## config.mk

```make
export PLATFORM = sky130hd
export DESIGN_NAME = dcache_port_arbiter
export DESIGN_NICKNAME = d
export VERILOG_FILES = /design/src/rtl/dcache_port_arbiter.sv
export SDC_FILE = /design/constraint.sdc
export NUM_CORES = 1
export LEC_CHECK = 0
export BUFFER_PORTS_ARGS = -buffer_cell sky130_fd_sc_hd__buf_2
export CAP_MARGIN = 20
export CORE_MARGIN = 1
export CORE_UTILIZATION = 50
export CTS_CLUSTER_DIAMETER = 50
export DETAILED_ROUTE_END_ITERATION = 12
export PLACE_DENSITY = 0.86
export SYNTH_ARGS = -nofsm -noshare
export SYNTH_HDL_FRONTEND = slang
export SYNTH_SLANG_ARGS = --single-unit
```

## constraint.sdc

```tcl
create_clock -name clk -period 4.3 [get_ports clk]
set_input_delay 0.215 -clock clk [delete_from_list [all_inputs] [get_ports clk]]
set_output_delay 0.215 -clock clk [all_outputs]
set_load 0.03 [all_outputs]
```

## src/rtl/dcache_port_arbiter.sv

```systemverilog
// Shares the single dcache port between LSU loads and store-buffer drains.
// One transaction in flight; loads win unless a store is forced through.
module dcache_port_arbiter #(
    parameter int unsigned ADDR_WIDTH     = 32,
    parameter int unsigned DATA_WIDTH     = 32,
    parameter int unsigned BYTE_SEL_WIDTH = 4,
    parameter int unsigned STARVE_LIMIT   = 4
) (
    input  logic                      clk,
    input  logic                      rst_n,
    input  logic [ADDR_WIDTH-1:0]     lsummu2arb_addr,
    input  logic [BYTE_SEL_WIDTH-1:0] lsummu2arb_sel_byte,
    input  logic                      lsummu2arb_req,
    input  logic                      lsummu2arb_fence,
    output logic [DATA_WIDTH-1:0]     arb2lsummu_rdata,
    output logic                      arb2lsummu_ack,
    output logic                      arb2lsummu_fence_done,
    input  logic [ADDR_WIDTH-1:0]     stb2arb_addr,
    input  logic [DATA_WIDTH-1:0]     stb2arb_wdata,
    input  logic [BYTE_SEL_WIDTH-1:0] stb2arb_sel_byte,
    input  logic                      stb2arb_req,
    input  logic                      stb2arb_full,
    input  logic                      stb2arb_empty,
    output logic                      arb2stb_ack,
    output logic [ADDR_WIDTH-1:0]     arb2dcache_addr,
    output logic [DATA_WIDTH-1:0]     arb2dcache_wdata,
    output logic [BYTE_SEL_WIDTH-1:0] arb2dcache_sel_byte,
    output logic                      arb2dcache_w_en,
    output logic                      arb2dcache_req,
    input  logic [DATA_WIDTH-1:0]     dcache2arb_rdata,
    input  logic                      dcache2arb_ack
);

    localparam int unsigned CNT_W = $clog2(STARVE_LIMIT + 1);
    localparam logic [CNT_W-1:0] STARVE_MAX = CNT_W'(STARVE_LIMIT);

    typedef enum logic [1:0] {
        IDLE  = 2'd0,
        LOAD  = 2'd1,
        STORE = 2'd2,
        RESP  = 2'd3
    } state_t;

    state_t                    state, state_nxt;
    logic [CNT_W-1:0]          starve_cnt, starve_cnt_nxt;
    logic [DATA_WIDTH-1:0]     lsu_rdata_nxt;
    logic                      lsu_ack_nxt;
    logic                      fence_done_nxt;
    logic                      stb_ack_nxt;
    logic [ADDR_WIDTH-1:0]     dc_addr_nxt;
    logic [DATA_WIDTH-1:0]     dc_wdata_nxt;
    logic [BYTE_SEL_WIDTH-1:0] dc_sel_nxt;
    logic                      dc_w_en_nxt;
    logic                      dc_req_nxt;

    logic store_force_c;
    logic grant_store_c;
    logic grant_load_c;

    // Grant decision; a pending fence both forces stores and blocks loads.
    always_comb begin
        store_force_c = stb2arb_full | lsummu2arb_fence | (starve_cnt == STARVE_MAX);
        grant_store_c = stb2arb_req & store_force_c;
        grant_load_c  = ~grant_store_c & lsummu2arb_req & ~lsummu2arb_fence;
        if (~grant_load_c & stb2arb_req) begin
            grant_store_c = 1'b1;
        end
    end

    // Next-state and next-output logic.
    always_comb begin
        state_nxt      = state;
        starve_cnt_nxt = starve_cnt;
        lsu_rdata_nxt  = arb2lsummu_rdata;
        lsu_ack_nxt    = 1'b0;
        stb_ack_nxt    = 1'b0;
        fence_done_nxt = lsummu2arb_fence & stb2arb_empty & (state == IDLE) & ~stb2arb_req;
        dc_addr_nxt    = arb2dcache_addr;
        dc_wdata_nxt   = arb2dcache_wdata;
        dc_sel_nxt     = arb2dcache_sel_byte;
        dc_w_en_nxt    = arb2dcache_w_en;
        dc_req_nxt     = arb2dcache_req;

        case (state)
            IDLE: begin
                if (grant_store_c) begin
                    state_nxt      = STORE;
                    starve_cnt_nxt = '0;
                    dc_addr_nxt    = stb2arb_addr;
                    dc_wdata_nxt   = stb2arb_wdata;
                    dc_sel_nxt     = stb2arb_sel_byte;
                    dc_w_en_nxt    = 1'b1;
                    dc_req_nxt     = 1'b1;
                end else if (grant_load_c) begin
                    state_nxt    = LOAD;
                    dc_addr_nxt  = lsummu2arb_addr;
                    dc_wdata_nxt = '0;
                    dc_sel_nxt   = lsummu2arb_sel_byte;
                    dc_w_en_nxt  = 1'b0;
                    dc_req_nxt   = 1'b1;
                    if (stb2arb_req && (starve_cnt != STARVE_MAX)) begin
                        starve_cnt_nxt = starve_cnt + CNT_W'(1);
                    end
                end
            end
            LOAD: begin
                if (dcache2arb_ack) begin
                    state_nxt     = RESP;
                    dc_req_nxt    = 1'b0;
                    lsu_ack_nxt   = 1'b1;
                    lsu_rdata_nxt = dcache2arb_rdata;
                end
            end
            STORE: begin
                if (dcache2arb_ack) begin
                    state_nxt   = RESP;
                    dc_req_nxt  = 1'b0;
                    stb_ack_nxt = 1'b1;
                end
            end
            RESP: begin
                state_nxt     = IDLE;
                lsu_rdata_nxt = '0;
            end
            default: state_nxt = IDLE;
        endcase
    end

    always_ff @(posedge clk or negedge rst_n) begin
        if (!rst_n) begin
            state                 <= IDLE;
            starve_cnt            <= '0;
            arb2lsummu_rdata      <= '0;
            arb2lsummu_ack        <= 1'b0;
            arb2lsummu_fence_done <= 1'b0;
            arb2stb_ack           <= 1'b0;
            arb2dcache_addr       <= '0;
            arb2dcache_wdata      <= '0;
            arb2dcache_sel_byte   <= '0;
            arb2dcache_w_en       <= 1'b0;
            arb2dcache_req        <= 1'b0;
        end else begin
            state                 <= state_nxt;
            starve_cnt            <= starve_cnt_nxt;
            arb2lsummu_rdata      <= lsu_rdata_nxt;
            arb2lsummu_ack        <= lsu_ack_nxt;
            arb2lsummu_fence_done <= fence_done_nxt;
            arb2stb_ack           <= stb_ack_nxt;
            arb2dcache_addr       <= dc_addr_nxt;
            arb2dcache_wdata      <= dc_wdata_nxt;
            arb2dcache_sel_byte   <= dc_sel_nxt;
            arb2dcache_w_en       <= dc_w_en_nxt;
            arb2dcache_req        <= dc_req_nxt;
        end
    end

endmodule

```

Yosys cells after proc, flatten, opt, wreduce, memory -nomap -nowiden
Index checks and enable logic that the tools add are counted.
{ "word_totals": {"in_bits": 144, "wordCells": 70, "out_inout_bits": 105, "regBits": 110} }
{ "op_classes": {"bitwise": 13, "addsub": 1, "n_reduce_logical": 12, "n_mux": 25, "eq_ne": 8} }
{ "ops": {"columns": ["operator", "n"], "rows": [
  ["$mux 32", 5],
  ["$pmux 32 s2", 1],
  ["$mux 1", 9],
  ["$mux 3", 3],
  ["$mux 4", 2],
  ["$reduce_bool 2->1", 4],
  ["$and 1x1->1", 7],
  ["$mux 2", 3],
  ["$ne 3x3->1 const B", 2],
  ["$pmux 2 s3", 1],
  ["$reduce_and 2->1", 3],
  ["$reduce_and 3->1", 2],
  ["$eq 2x2->1 const B", 2],
  ["$not 1->1", 4],
  ["$add 3x1->3 const B", 1],
  ["$eq 3x3->1 const B", 1],
  ["$eq 2x1->1 const B", 1],
  ["$logic_not 2->1", 1],
  ["$ne 2x1->1 const B", 1],
  ["$ne 2x2->1 const B", 1],
  ["$or 1x1->1", 2],
  ["$pmux 1 s2", 1],
  ["$reduce_or 2->1", 1],
  ["$logic_and 1x1->1", 1]
]} }

Logic depth before layout (Yosys ltp)
Gate-level depths: netlist of the first run.
{ "depth": {"word_depth": 11, "ltp_mapped": 8, "mapped_depth_nobuf": 5} }

Least setup slack after synthesis of the first run
No wires, ideal clock.
{ "synth_path": {"kind": "reg-to-reg", "from": "register state[0]", "to": "register arb2dcache_addr[0]", "period_less_slack_ns": 1.720, "setup_time_ns": 0.086, "n_path_buf": 3, "t_arrival_ns": 1.634, "required_ns": 4.214, "stages_incl_launch_ff": 8, "slack_ns": 2.580, "path_cell_list": "dfrtp_1 > inv_1 > ha_1 > clkbuf_1 > buf_2 > clkbuf_1 > o211ai_1 > o221ai_2"} }
{ "synth_via": {"elab_chain_len": 2} }
{ "synth_rtl": {"columns": ["item", "line_no", "text"], "rows": [
  ["from (decl)", "44", "state_t state, state_nxt;"],
  ["from (signal assigned)", "143", "state <= state_nxt;"],
  ["$logic_not 2->1", "84", "case (state)"],
  ["$reduce_and 2->1 (no source line)", null, null],
  ["to (signal assigned)", "149", "arb2dcache_addr <= dc_addr_nxt;"],
  ["to (decl)", "25", "output logic [ADDR_WIDTH-1:0] arb2dcache_addr,"]
]} }
Every way passes these cells.
A chain may end at the register's enable or synchronous reset.

Final worst setup path of the first run
{ "layout_path": {"from": "register state[0]", "to": "register arb2dcache_wdata[6]"} }
{ "layout_via": {"elab_chain_len": 2} }
{ "layout_rtl": {"columns": ["item", "line_no", "text"], "rows": [
  ["$logic_not 2->1", "84", null],
  ["$reduce_and 2->1 (no source line)", null, null],
  ["to (signal assigned)", "150", "arb2dcache_wdata <= dc_wdata_nxt;"],
  ["to (decl)", "26", "output logic [DATA_WIDTH-1:0] arb2dcache_wdata,"]
]} }
Every way passes these cells.

==> summary.md, run 1 <==
| Metric | Value |
|---|---|
| Cell family with most CP delay | buffers and inverters |
| Top cells by area, synth | dfrtp_1 53%, a22o_1 11%, o221ai_2 8.7%, o2111ai_1 6.1%, o211ai_1 5.2% |
| Most frequent cells after synthesis | 110 x dfrtp_1, 65 x a22o_1, 42 x inv_1 |
| CP bufs+invs | 3 |
| Diodes inserted | 0 |
| Hold_ws | 0.0606 ns |
| Max-Cap Viols | 0 |
| Setup TNS | 0 ns |
| Clock skew | between 0.01 and 0.015 ns |
| Fill count | 778 |
| Wirelength per Cell | 17.8 um |
| Post-synthesis net count | 570 |
| Sink Count | 110 |
| Crit Reg-Reg Endpoint | arb2dcache_wdata[6]$_DFFE_PN0P_ |
| Setup slack, reg-to-reg | between 1.5 and 2 ns |
| Clk slew on worst S/H paths | 0.10 ns |
| I/O Buffers | 248 |
| Share of synthesized flip-flops with an asynchronous set or reset | 100% |
| Vias in the first global route | between 4000 and 5000 |
| Design area | 6670 sq um |
| Max Slew Vio Count | 0 |
| Buffer depth of the longest clock path | 2 |
| Post-placement cell area | about 6400 sq um |
| Seq/Total Area, Yosys | between 50% and 60% |
| Worst R2R Start | state[0]$_DFFE_PN0P_ |
| RSZ-0062 raised after global routing | false |
| CTS tree | yes |
| Startpoint class of the critical path | register |
| Most used DFF post-synth | dfrtp_1 |
| Routed via count | 4533 |
| Routability cong. | slightly above 0.8 |
| Clock latency on the worst-skew pair | roughly 0.37 ns |
| Lkg Pwr | ~0.0033 uW |
| Total gr overflow | 0 |
| Critical path depth | 6 |
| Most common cell in the synthesized netlist | dfrtp_1 |
| DRT Pass-1 Iters | 6 |
| Die area | ~11000 sq um |
| Worst Path Arrival | around 2.6 ns |
| Crit share post-route | a little over half |
| Core ar. | 9910 sq um |
| Initial antenna violation count | 0 |
| Power consumption | 5270 uW |
| Post-synthesis adder-cell area fraction | under 10% |
| Final WL | between 10000 and 15000 um |
| Max VDD drop | ~410 uV |
| CTS root buffer | clkbuf_8 |
| Worst setup path startpoint | state[0]$_DFFE_PN0P_ |
| Post-synthesis cell type count | 34 |
| Ys Warns | 0 |
| Max FO, Critical Path | between 70 and 80 |
| GRT Overall Usage | 26.0% |
| Register Area | about 2800 sq um |
| Largest net degree at the start of global routing | 84 |
| Area occupied by multi-input gates | ~2000 sq um |
| Vias per cell | around 6 |
| Final Critical Period | roughly 2.4 ns |
| First-pass GRT wire length | between 20000 and 25000 um |
| Post-synthesis mux area share | less than 1% |
| Initial Utilization | between 50 and 60% |
| P&R area growth vs syn | 28.5% |
| Final Hold Viols | 0 |
| Initial DRC count | roughly 290 |
| Post-Synth Simple-Gate Area | under 10% |
| Reg2Reg Depth | 6 |
| Cell Rows | 36 |
| Post-DP HPWL | approximately 9500 um |
| Slew margin rel. | 28.6% |
| Main combinational cell family by area after synthesis | compound AO/OA/AOI/OAI gates |
| Die Span Y | a little over 100 um |
| CP cell instances | inv_1 -> ha_2 -> buf_4 -> o21ai_2 -> buf_8 -> a22o_1 |
| Synthesized instance count | 419 |
| Crit path capture type | register |
| Syn avg cell area | roughly 12 sq um |
| Final setup vio count | 0 |
| Xor-xnor portion of the synthesized cell area | 0% |
| Area leader, netlist | dfrtp_1 |
| H-tree levels | 3 |
| Fraction of layout cells with a size suffix above 1 | 48.7% |
| Max Fclk | about 420 MHz |
| Worst Tran Pin Value | 1.07 ns |
| Post-DRT Antenna Nets | 0 |
| Status | complete, no violations |
| Die X | a little over 100 um |
| CTS Buf Count | 9 |
| Post-synth EDFFs | 0 |
| Crit Path Class | reg2reg |
| Top cell type's share of synthesized area | a little over half |
| Slowest-stage cell, CP | buf_4 |
| # IOs | around 250 |
| Power per standard cell area | 791 nW/um^2 |
| Critical Path Max Stage Delay | a little under 0.6 ns |
| Nets | 787 |
| Compound-Gate Fraction of Synth Area | between 30% and 40% |
| Synth Cell Area | 5190 sq um |
| Critical path required time | ~4.6 ns |
| #FFs+latches synth | 110 |
| CP endpoint | arb2dcache_wdata[6]$_DFFE_PN0P_ |
| Drc violations | 0 |
| Post-CTS sizing | 0 |
| Hold Crit Class | in2reg |
==> flip-flops by register name, summed over array words and instances, names as in the netlist <==
name                   flops
state                      2
arb2lsummu_fence_done      1
arb2lsummu_rdata          32
arb2stb_ack                1
starve_cnt                 3
arb2dcache_w_en            1
arb2lsummu_ack             1
arb2dcache_wdata          32
arb2dcache_addr           32
arb2dcache_req             1
arb2dcache_sel_byte        4
==> worst min-delay path by stage <==
stage | cells after the start | endpoint | startpoint | slack (ns)
after floorplan | 0 | arb2dcache_addr[0]$_DFFE_PN0P_ | rst_n | -0.08
after global placement | 2 | arb2dcache_wdata[30]$_DFFE_PN0P_ | stb2arb_wdata[30] | 0.43
after detailed placement | 1 | arb2lsummu_rdata[17]$_DFFE_PN0P_ | rst_n | 0.44
after CTS | 1 | arb2lsummu_rdata[17]$_DFFE_PN0P_ | rst_n | 0.03
after global routing | 2 | arb2dcache_wdata[3]$_DFFE_PN0P_ | stb2arb_wdata[3] | 0.04
final | 2 | arb2dcache_wdata[3]$_DFFE_PN0P_ | stb2arb_wdata[3] | 0.06
==> logic make-up after synthesis <==
kind of cell | after synthesis
muxes | 2
DFF | 110
buffers and inverters | 95
adders and majority gates | 7
AOI/OAI and AO/OA | 188
and+or+nand+nor | 17
==> per-layer routing <==
layer,vias up,GRT usage (%),routed length (um)
met2,209,43.9,7010
met5,-,0,0
met4,0,10.3,312
met3,29,5.01,795
met1,2227,33.1,5640
li1,2068,-,-
==> per-stage QoR <==
stage	util (%)	instances	worst slack [ns]
3_3_place_gp	64.4	754	2.03
3_5_place_dp	64.5	755	2.00
5_1_grt	67.3	774	1.77
4_1_cts	66.6	771	1.99
2_1_floorplan	-	419	2.58
6_report	67.3	774	1.94
==> layout make-up <==
cell class / instances / share of cell area [%]
timing repair buffer: 259 / 20.6
clock inverter: 6 / 1.20
tap: 133 / 2.50
sequential: 110 / 41.3
multi-input combinational: 214 / 30.1
clock buffer: 10 / 1.91
inverter: 42 / 2.36
==> layout by cell type, fill, tap and decap left out, types with 3 or more instances in the layout <==
master       n
buf_2      247
dfrtp_1    110
a22o_1      65
inv_1       42
o211ai_1    36
o2111ai_1   36
o221ai_2    30
clkbuf_8     9
o221ai_1     8
buf_4        8
ha_1         6
nor2b_1      3
and2_1       3
nand2b_1     3
==> power by group <==
part           internal (uW)  leakage, uW  total, uW  switching [uW]
Sequential              1520      0.00140       1780             266
Combinational           1010      0.00182       2860            1850
Clock                    280     0.000100        633             353
Total                   2800      0.00332       5270            2470
==> worst register-to-register path: cells and delay by family, from the launching register on <==
| kind | cells | cell delay (ns) |
|---|---|---|
| compound gates | 2 | 0.65 |
| fa+ha+maj | 1 | 0.19 |
| buf+inv | 3 | 0.99 |
| flops | 1 | 0.42 |
==> what timing repair did <==
| action | in CTS | in global routing |
|---|---|---|
| hold buffers | 0 | 1 |
| hold endpoints to repair | 0 | 18 |
| buffers inserted | 0 | 0 |
Power figures use the tool's default switching activity.
==> run 2, diff against run 1 <==
Settings changed: ABC_AREA from default to 1, CORE_UTILIZATION 50 to 47, PLACE_DENSITY 0.86 to 0.81.
Clock period 4.3 ns to 2.22 ns, I/O delays scaled along.
==> summary.md, run 2 <==
| Metric | Value |
|---|---|
| Status | complete, no violations |
| #FFs+latches synth | 110 (unchanged) |
| Die X | 108 um (+3.5%) |
| Die area | 11600 sq um (+7.1%) |
| Sink Count | 110 (unchanged) |
| Most used DFF post-synth | dfrtp_1 |
| Max VDD drop | 729 uV (+76%) |
| Max-Cap Viols | 0 (unchanged) |
| Max FO, Critical Path | 21 (-73%) |
| GRT Overall Usage | 26.6% (+0.57 points) |
| Vias per cell | 4.95 (-16%) |
| Met2 Routed Length | 7500 um (+6.9%) |
| Share of synthesized flip-flops with an asynchronous set or reset | 100% (unchanged) |
| Initial DRC count | 477 (+64%) |
| Seq/Total Area, Yosys | 52.6% (-0.43 points) |
| Post-DP HPWL | 9580 um (+1.3%) |
| Max Fclk | 584 MHz (+38%) |
| Fraction of layout cells with a size suffix above 1 | 30.4% (-18 points) |
| Synth Cell Area | 5230 sq um (+0.82%) |
| Ys Warns | 0 (unchanged) |
| Routed via count | 5450 (+20%) |
| Power per standard cell area | 1190 nW/um^2 (+51%) |
| Clock latency on the worst-skew pair | 0.36 ns (about the same) |
| Wirelength per Cell | 13.7 um (-23%) |
| Syn avg cell area | 7.96 sq um (-36%) |
| Clock skew | 0.0106 ns (-0.00215 ns) |
| M1 WL | 6060 um (+7.4%) |
| Clk slew on worst S/H paths | 0.10 ns (about the same) |
| First-pass GRT wire length | 24200 um (+7.3%) |
| CTS tree | yes |
| Die Span Y | 108 um (+3.5%) |
| Top cell type's share of synthesized area | 52.6% (-0.43 points) |
| CTS root buffer | clkbuf_8 |
| Post-synth EDFFs | 0 (unchanged) |
| Final Hold Viols | 0 (unchanged) |
| Vias in the first global route | 5232 (+18%) |
| Commonest non-fill, non-tap cell in the layout | buf_2 |
| Power consumption | 8840 uW (+68%) |
| Diodes inserted | 0 (unchanged) |
| Most common cell in the synthesized netlist | nand3_1 |
| I/O Buffers | 248 (unchanged) |
| Top cells by area, synth | dfrtp_1 53%, nand3_1 17%, nand2_1 11%, inv_1 8.1%, o21ai_0 3.2% |
| Post-DRT Antenna Nets | 0 (unchanged) |
| Final setup vio count | 0 (unchanged) |
| Hold Crit Class | in2reg |
| Most frequent cells after synthesis | 176 x nand3_1, 158 x nand2_1, 113 x inv_1 |
| CTS Buf Count | 9 (unchanged) |
| # IOs | 249 (unchanged) |
| Final Critical Period | 1.71 ns (-0.648 ns) |
| H-tree levels | 3 (unchanged) |
| Max Slew Vio Count | 0 (unchanged) |
| Buffer depth of the longest clock path | 2 (unchanged) |
| Most frequent cells in the layout | 247 x buf_2, 176 x nand3_1, 158 x nand2_1 |
| Initial Utilization | 48.3% (-4.1 points) |
| Total gr overflow | 0 (unchanged) |
| Postcts setup bufs | 0 (unchanged) |
| Slew margin rel. | 57.5% (+29 points) |
| Met3 WL | 1090 um (+37%) |
| P&R area growth vs syn | 41.5% |
| Crit share post-route | 77.1% (+22 points) |
| Routability cong. | 0.833 (+3.3%) |
| Top Registers | arb2dcache_addr (32), arb2dcache_wdata (32), arb2lsummu_rdata (32) |
| Post-synthesis cell type count | 18 (-47%) |
| Final WL | 15100 um (+9.4%) |
| Top Layer Used | met4 |
| Worst Path Arrival | 2.02 ns (-0.59 ns) |
| Crit path capture type | register |
| Area leader, netlist | dfrtp_1 |
| Cell Rows | 38 (+5.6%) |
| DRT Pass-1 Iters | 6 (unchanged) |
| Crit Path Class | reg2reg |
| Post-synthesis net count | 808 (+42%) |
| Core ar. | 10800 sq um (+9.4%) |
| Setup TNS | 0 ns (unchanged) |
| Worst Tran Pin Value | 0.637 ns (-0.434 ns) |
| Critical path required time | 2.52 ns (-2.03 ns) |
| Startpoint class of the critical path | register |
| Lkg Pwr | 0.00436 uW (+31%) |
| Synthesized instance count | 657 (+57%) |
| Nets | 1108 (+41%) |
| Initial antenna violation count | 0 (unchanged) |
| RSZ-0062 raised after global routing | false |
| Drc violations | 0 (unchanged) |
| Largest net degree at the start of global routing | 49 (-42%) |
run 2: worst paths after layout:
| kind | slack [ns] | endpoint | depth (start not counted) | startpoint |
|---|---|---|---|---|
| min in group asynchronous | 0.23 | arb2dcache_addr[29]$_DFFE_PN0P_ | 2 | rst_n |
| hold reg to reg | 0.48 | arb2dcache_wdata[3]$_DFFE_PN0P_ | 2 | arb2dcache_wdata[3]$_DFFE_PN0P_ |
| hold / removal | 0.03 | arb2lsummu_rdata[4]$_DFFE_PN0P_ | 3 | dcache2arb_rdata[4] |
| setup / recovery | 0.51 | arb2dcache_wdata[10]$_DFFE_PN0P_ | 9 | starve_cnt[0]$_DFFE_PN0P_ |
| max in group asynchronous | 1.20 | arb2lsummu_rdata[29]$_DFFE_PN0P_ | 3 | rst_n |
| setup reg to reg | 0.51 | arb2dcache_wdata[10]$_DFFE_PN0P_ | 9 | starve_cnt[0]$_DFFE_PN0P_ |
run 2: worst max-delay path, stage by stage (launching register included):
cell     delay (ns)
dfrtp_1        0.40
inv_1          0.09
ha_1           0.15
nand2_1        0.08
nand2_1        0.09
nand2_2        0.06
nand2_2        0.33
buf_4          0.28
nand3_1        0.11
nand2_1        0.07
run 2: cell families after synthesis:
logic type	share of synthesized area (%)
flops	52.6
simple gates	29.5
compound gates	3.44
buf+inv	12.6
xor+xnor	0.167
fa+ha+maj	1.67
run 2: final cells by class:
class,count,area (sq um)
clock inverters,6,43.8
flip-flops and latches,110,2750
multi-input cells,390,1830
inverters,118,443
repair buffers,328,2030
fillers,894,3440
clock buffers,10,138
well taps,140,175
run 2: routing by layer:
metal | global-route usage, % | vias up
li1 | - | 2648
met1 | 32.9 | 2505
met3 | 5.63 | 41
met4 | 9.39 | 0
met2 | 45.8 | 256
met5 | 0 | -
run 2: what timing repair did:
item                      CTS  global route
hold endpoints to repair   88             2
resized for setup           0             0
hold buffers               63             2
run 2: stage by stage:
stage               setup slack (ns)  cells  util [%]  area, sq um  hold slack (ns)
floorplan                      0.811    657         -         5230           -0.185
global placement               0.344   1020      60.5         6560           0.0732
detailed placement             0.205   1020      60.5         6560           0.0700
CTS                            0.183   1099      68.0         7370          0.00478
global route                   0.315   1102      68.3         7400           0.0193
finish                         0.507   1102      68.3         7400           0.0268
run 2: power by group:
group          leakage (uW)  internal (uW)  switching (uW)
sequential          0.00141           2780             405
combinational       0.00286           1340            3190
clock             0.0000935            449             684
total               0.00436           4560            4280
==> run 3, diff against run 2 <==
Clock period 2.22 ns to 1.6 ns, I/O delays scaled along.
==> summary.md, run 3 (synthesis gave the netlist of run 2 again) <==
| Metric | Value |
|---|---|
| Status | complete, no violations |
| Slowest-stage cell, CP | dlygate4sd3_1 |
| Clock latency on the worst-skew pair | 0.36 ns (about the same) |
| Routed via count | 5553 (+1.9%) |
| CP cell instances | inv_1 -> ha_2 -> nand3_1 -> dlygate4sd3_1 -> nor2_1 |
| CP bufs+invs | 2 (unchanged) |
| Power consumption | 12800 uW (+44%) |
| Top Registers | arb2dcache_addr (32), arb2dcache_wdata (32), arb2lsummu_rdata (32) |
| Max-Cap Viols | 0 (unchanged) |
| Total gr overflow | 0 (unchanged) |
| Final WL | 15400 um (+2.0%) |
| Drc violations | 0 (unchanged) |
| Post-DRT Antenna Nets | 0 (unchanged) |
| Initial antenna violation count | 0 (unchanged) |
| Cell Rows | 38 (unchanged) |
| Hold Crit Class | in2reg |
| Routability cong. | 0.832 (about the same) |
| Reg2Reg Depth | 5 (-4) |
| Fraction of layout cells with a size suffix above 1 | 30.9% (+0.58 points) |
| Final Hold Viols | 0 (unchanged) |
| Cell family with most CP delay | buffers and inverters |
| Die area | 11600 sq um (unchanged) |
| CTS Buf Count | 9 (unchanged) |
| Crit Path Class | reg2reg |
| Max VDD drop | 1060 uV (+46%) |
| Lkg Pwr | 0.00446 uW (+2.2%) |
| Initial DRC count | 431 (-9.6%) |
| Sink Count | 110 (unchanged) |
| Clock skew | 0.0107 ns (+0.000127 ns) |
| Crit share post-route | 94.2% (+17 points) |
| Nets | 1119 (+0.99%) |
| Crit path capture type | register |
| Worst hold path stage count | 5 (+2) |
| Die X | 108 um (unchanged) |
| Final critical-path setup slack | 0.0931 ns (-0.414 ns) |
| Vias per cell | 4.99 (+0.88%) |
| Worst Path Arrival | 1.81 ns (-0.21 ns) |
| GRT Overall Usage | 27.2% (+0.56 points) |
| Critical Path Max Stage Delay | 0.56 ns (+0.16 ns) |
| Final Critical Period | 1.51 ns (-0.206 ns) |
| Largest net degree at the start of global routing | 70 (+43%) |
| RSZ-0062 raised after global routing | true |
| Critical path required time | 1.90 ns (-0.62 ns) |
| Critical path depth | 5 (-4) |
| Diodes inserted | 0 (unchanged) |
| CTS tree | yes |
| P&R area growth vs syn | 45.8% |
| Post-Place Worst Slack | 0.151 ns (-0.0538 ns) |
| Power per standard cell area | 1670 nW/um^2 (+40%) |
| Die Span Y | 108 um (unchanged) |
| Core ar. | 10800 sq um (unchanged) |
| Max FO, Critical Path | 5 (-76%) |
| Clk slew on worst S/H paths | 0.11 ns (about the same) |
| Vias in the first global route | 5423 (+3.7%) |
| H-tree levels | 3 (unchanged) |
| Wirelength per Cell | 13.8 um (+0.97%) |
| Slew margin rel. | 77.4% (+20 points) |
| # IOs | 249 (unchanged) |
| I/O Buffers | 248 (unchanged) |
| Buffer depth of the longest clock path | 2 (unchanged) |
| Max Slew Vio Count | 0 (unchanged) |
| Post-DP HPWL | 9790 um (+2.2%) |
| Most frequent cells in the layout | 247 x buf_2, 176 x nand3_1, 157 x nand2_1 |
| Post-placement cell area | 6710 sq um (+2.3%) |
| Commonest non-fill, non-tap cell in the layout | buf_2 |
| Initial Utilization | 48.3% (unchanged) |
| First-pass GRT wire length | 24800 um (+2.3%) |
| Final setup vio count | 0 (unchanged) |
| CTS root buffer | clkbuf_8 |
| Worst Tran Pin Value | 0.339 ns (-0.297 ns) |
| Design area | 7630 sq um (+3.0%) |
| Setup TNS | 0 ns (unchanged) |
| DRT Pass-1 Iters | 6 (unchanged) |
| Startpoint class of the critical path | register |
| Max Fclk | 664 MHz (+14%) |
## run 3: worst paths after layout
kind / start / to / slack (ns)
setup / recovery: state[1]$_DFFE_PN0P_ / arb2lsummu_fence_done$_DFF_PN0_ / 0.09
hold / removal: stb2arb_addr[23] / arb2dcache_addr[23]$_DFFE_PN0P_ / 0.02
setup reg to reg: state[1]$_DFFE_PN0P_ / arb2lsummu_fence_done$_DFF_PN0_ / 0.09
hold reg to reg: arb2dcache_addr[12]$_DFFE_PN0P_ / arb2dcache_addr[12]$_DFFE_PN0P_ / 0.48
max in group asynchronous: rst_n / arb2lsummu_rdata[1]$_DFFE_PN0P_ / 0.93
min in group asynchronous: rst_n / arb2dcache_addr[26]$_DFFE_PN0P_ / 0.11
## run 3: worst reg2reg max path, stage by stage, from the launching register on
cell and delay, ns:
dfrtp_1 0.39, inv_1 0.11, ha_2 0.23, nand3_1 0.09
dlygate4sd3_1 0.56, nor2_1 0.08
## run 3: timing repair
action,CTS,global route
buffers inserted,0,0
hold buffers,69,0
endpoints found under the setup margin,0,1
hold endpoints to repair,177,0
gates resized for setup,0,2
## run 3: power by group
group	switching (uW)	total, uW	leakage (uW)	internal [uW]
Sequential	556	4410	0.00141	3850
Combinational	4440	6450	0.00294	2010
Clock	997	1900	0.000111	903
Total	5990	12800	0.00446	6770
## run 3: final cells by class
type | count | area [sq um]
clock buffers | 9 | 124
clock inverters | 7 | 103
fillers | 840 | 3210
inverters | 118 | 443
multi-input cells | 390 | 1830
flip-flops and latches | 110 | 2750
well taps | 140 | 175
repair buffers | 339 | 2200
## run 3: through the flow
stage | hold slack [ns] | util, % | std cells
after global routing | 0.0199 | 70.4 | 1113
after detailed placement | -0.0378 | 61.9 | 1028
final | 0.0199 | 70.4 | 1113
after global placement | -0.0373 | 61.9 | 1028
after CTS | 0.00126 | 70.3 | 1113
after floorplan | -0.216 | - | 657
## run 3: metal layers
metal	wire, um	GRT usage, %	up-vias
li1	-	-	2675
met1	6270	33.0	2572
met5	0	0	-
met3	966	4.90	51
met2	7550	46.4	255
met4	572	13.3	0
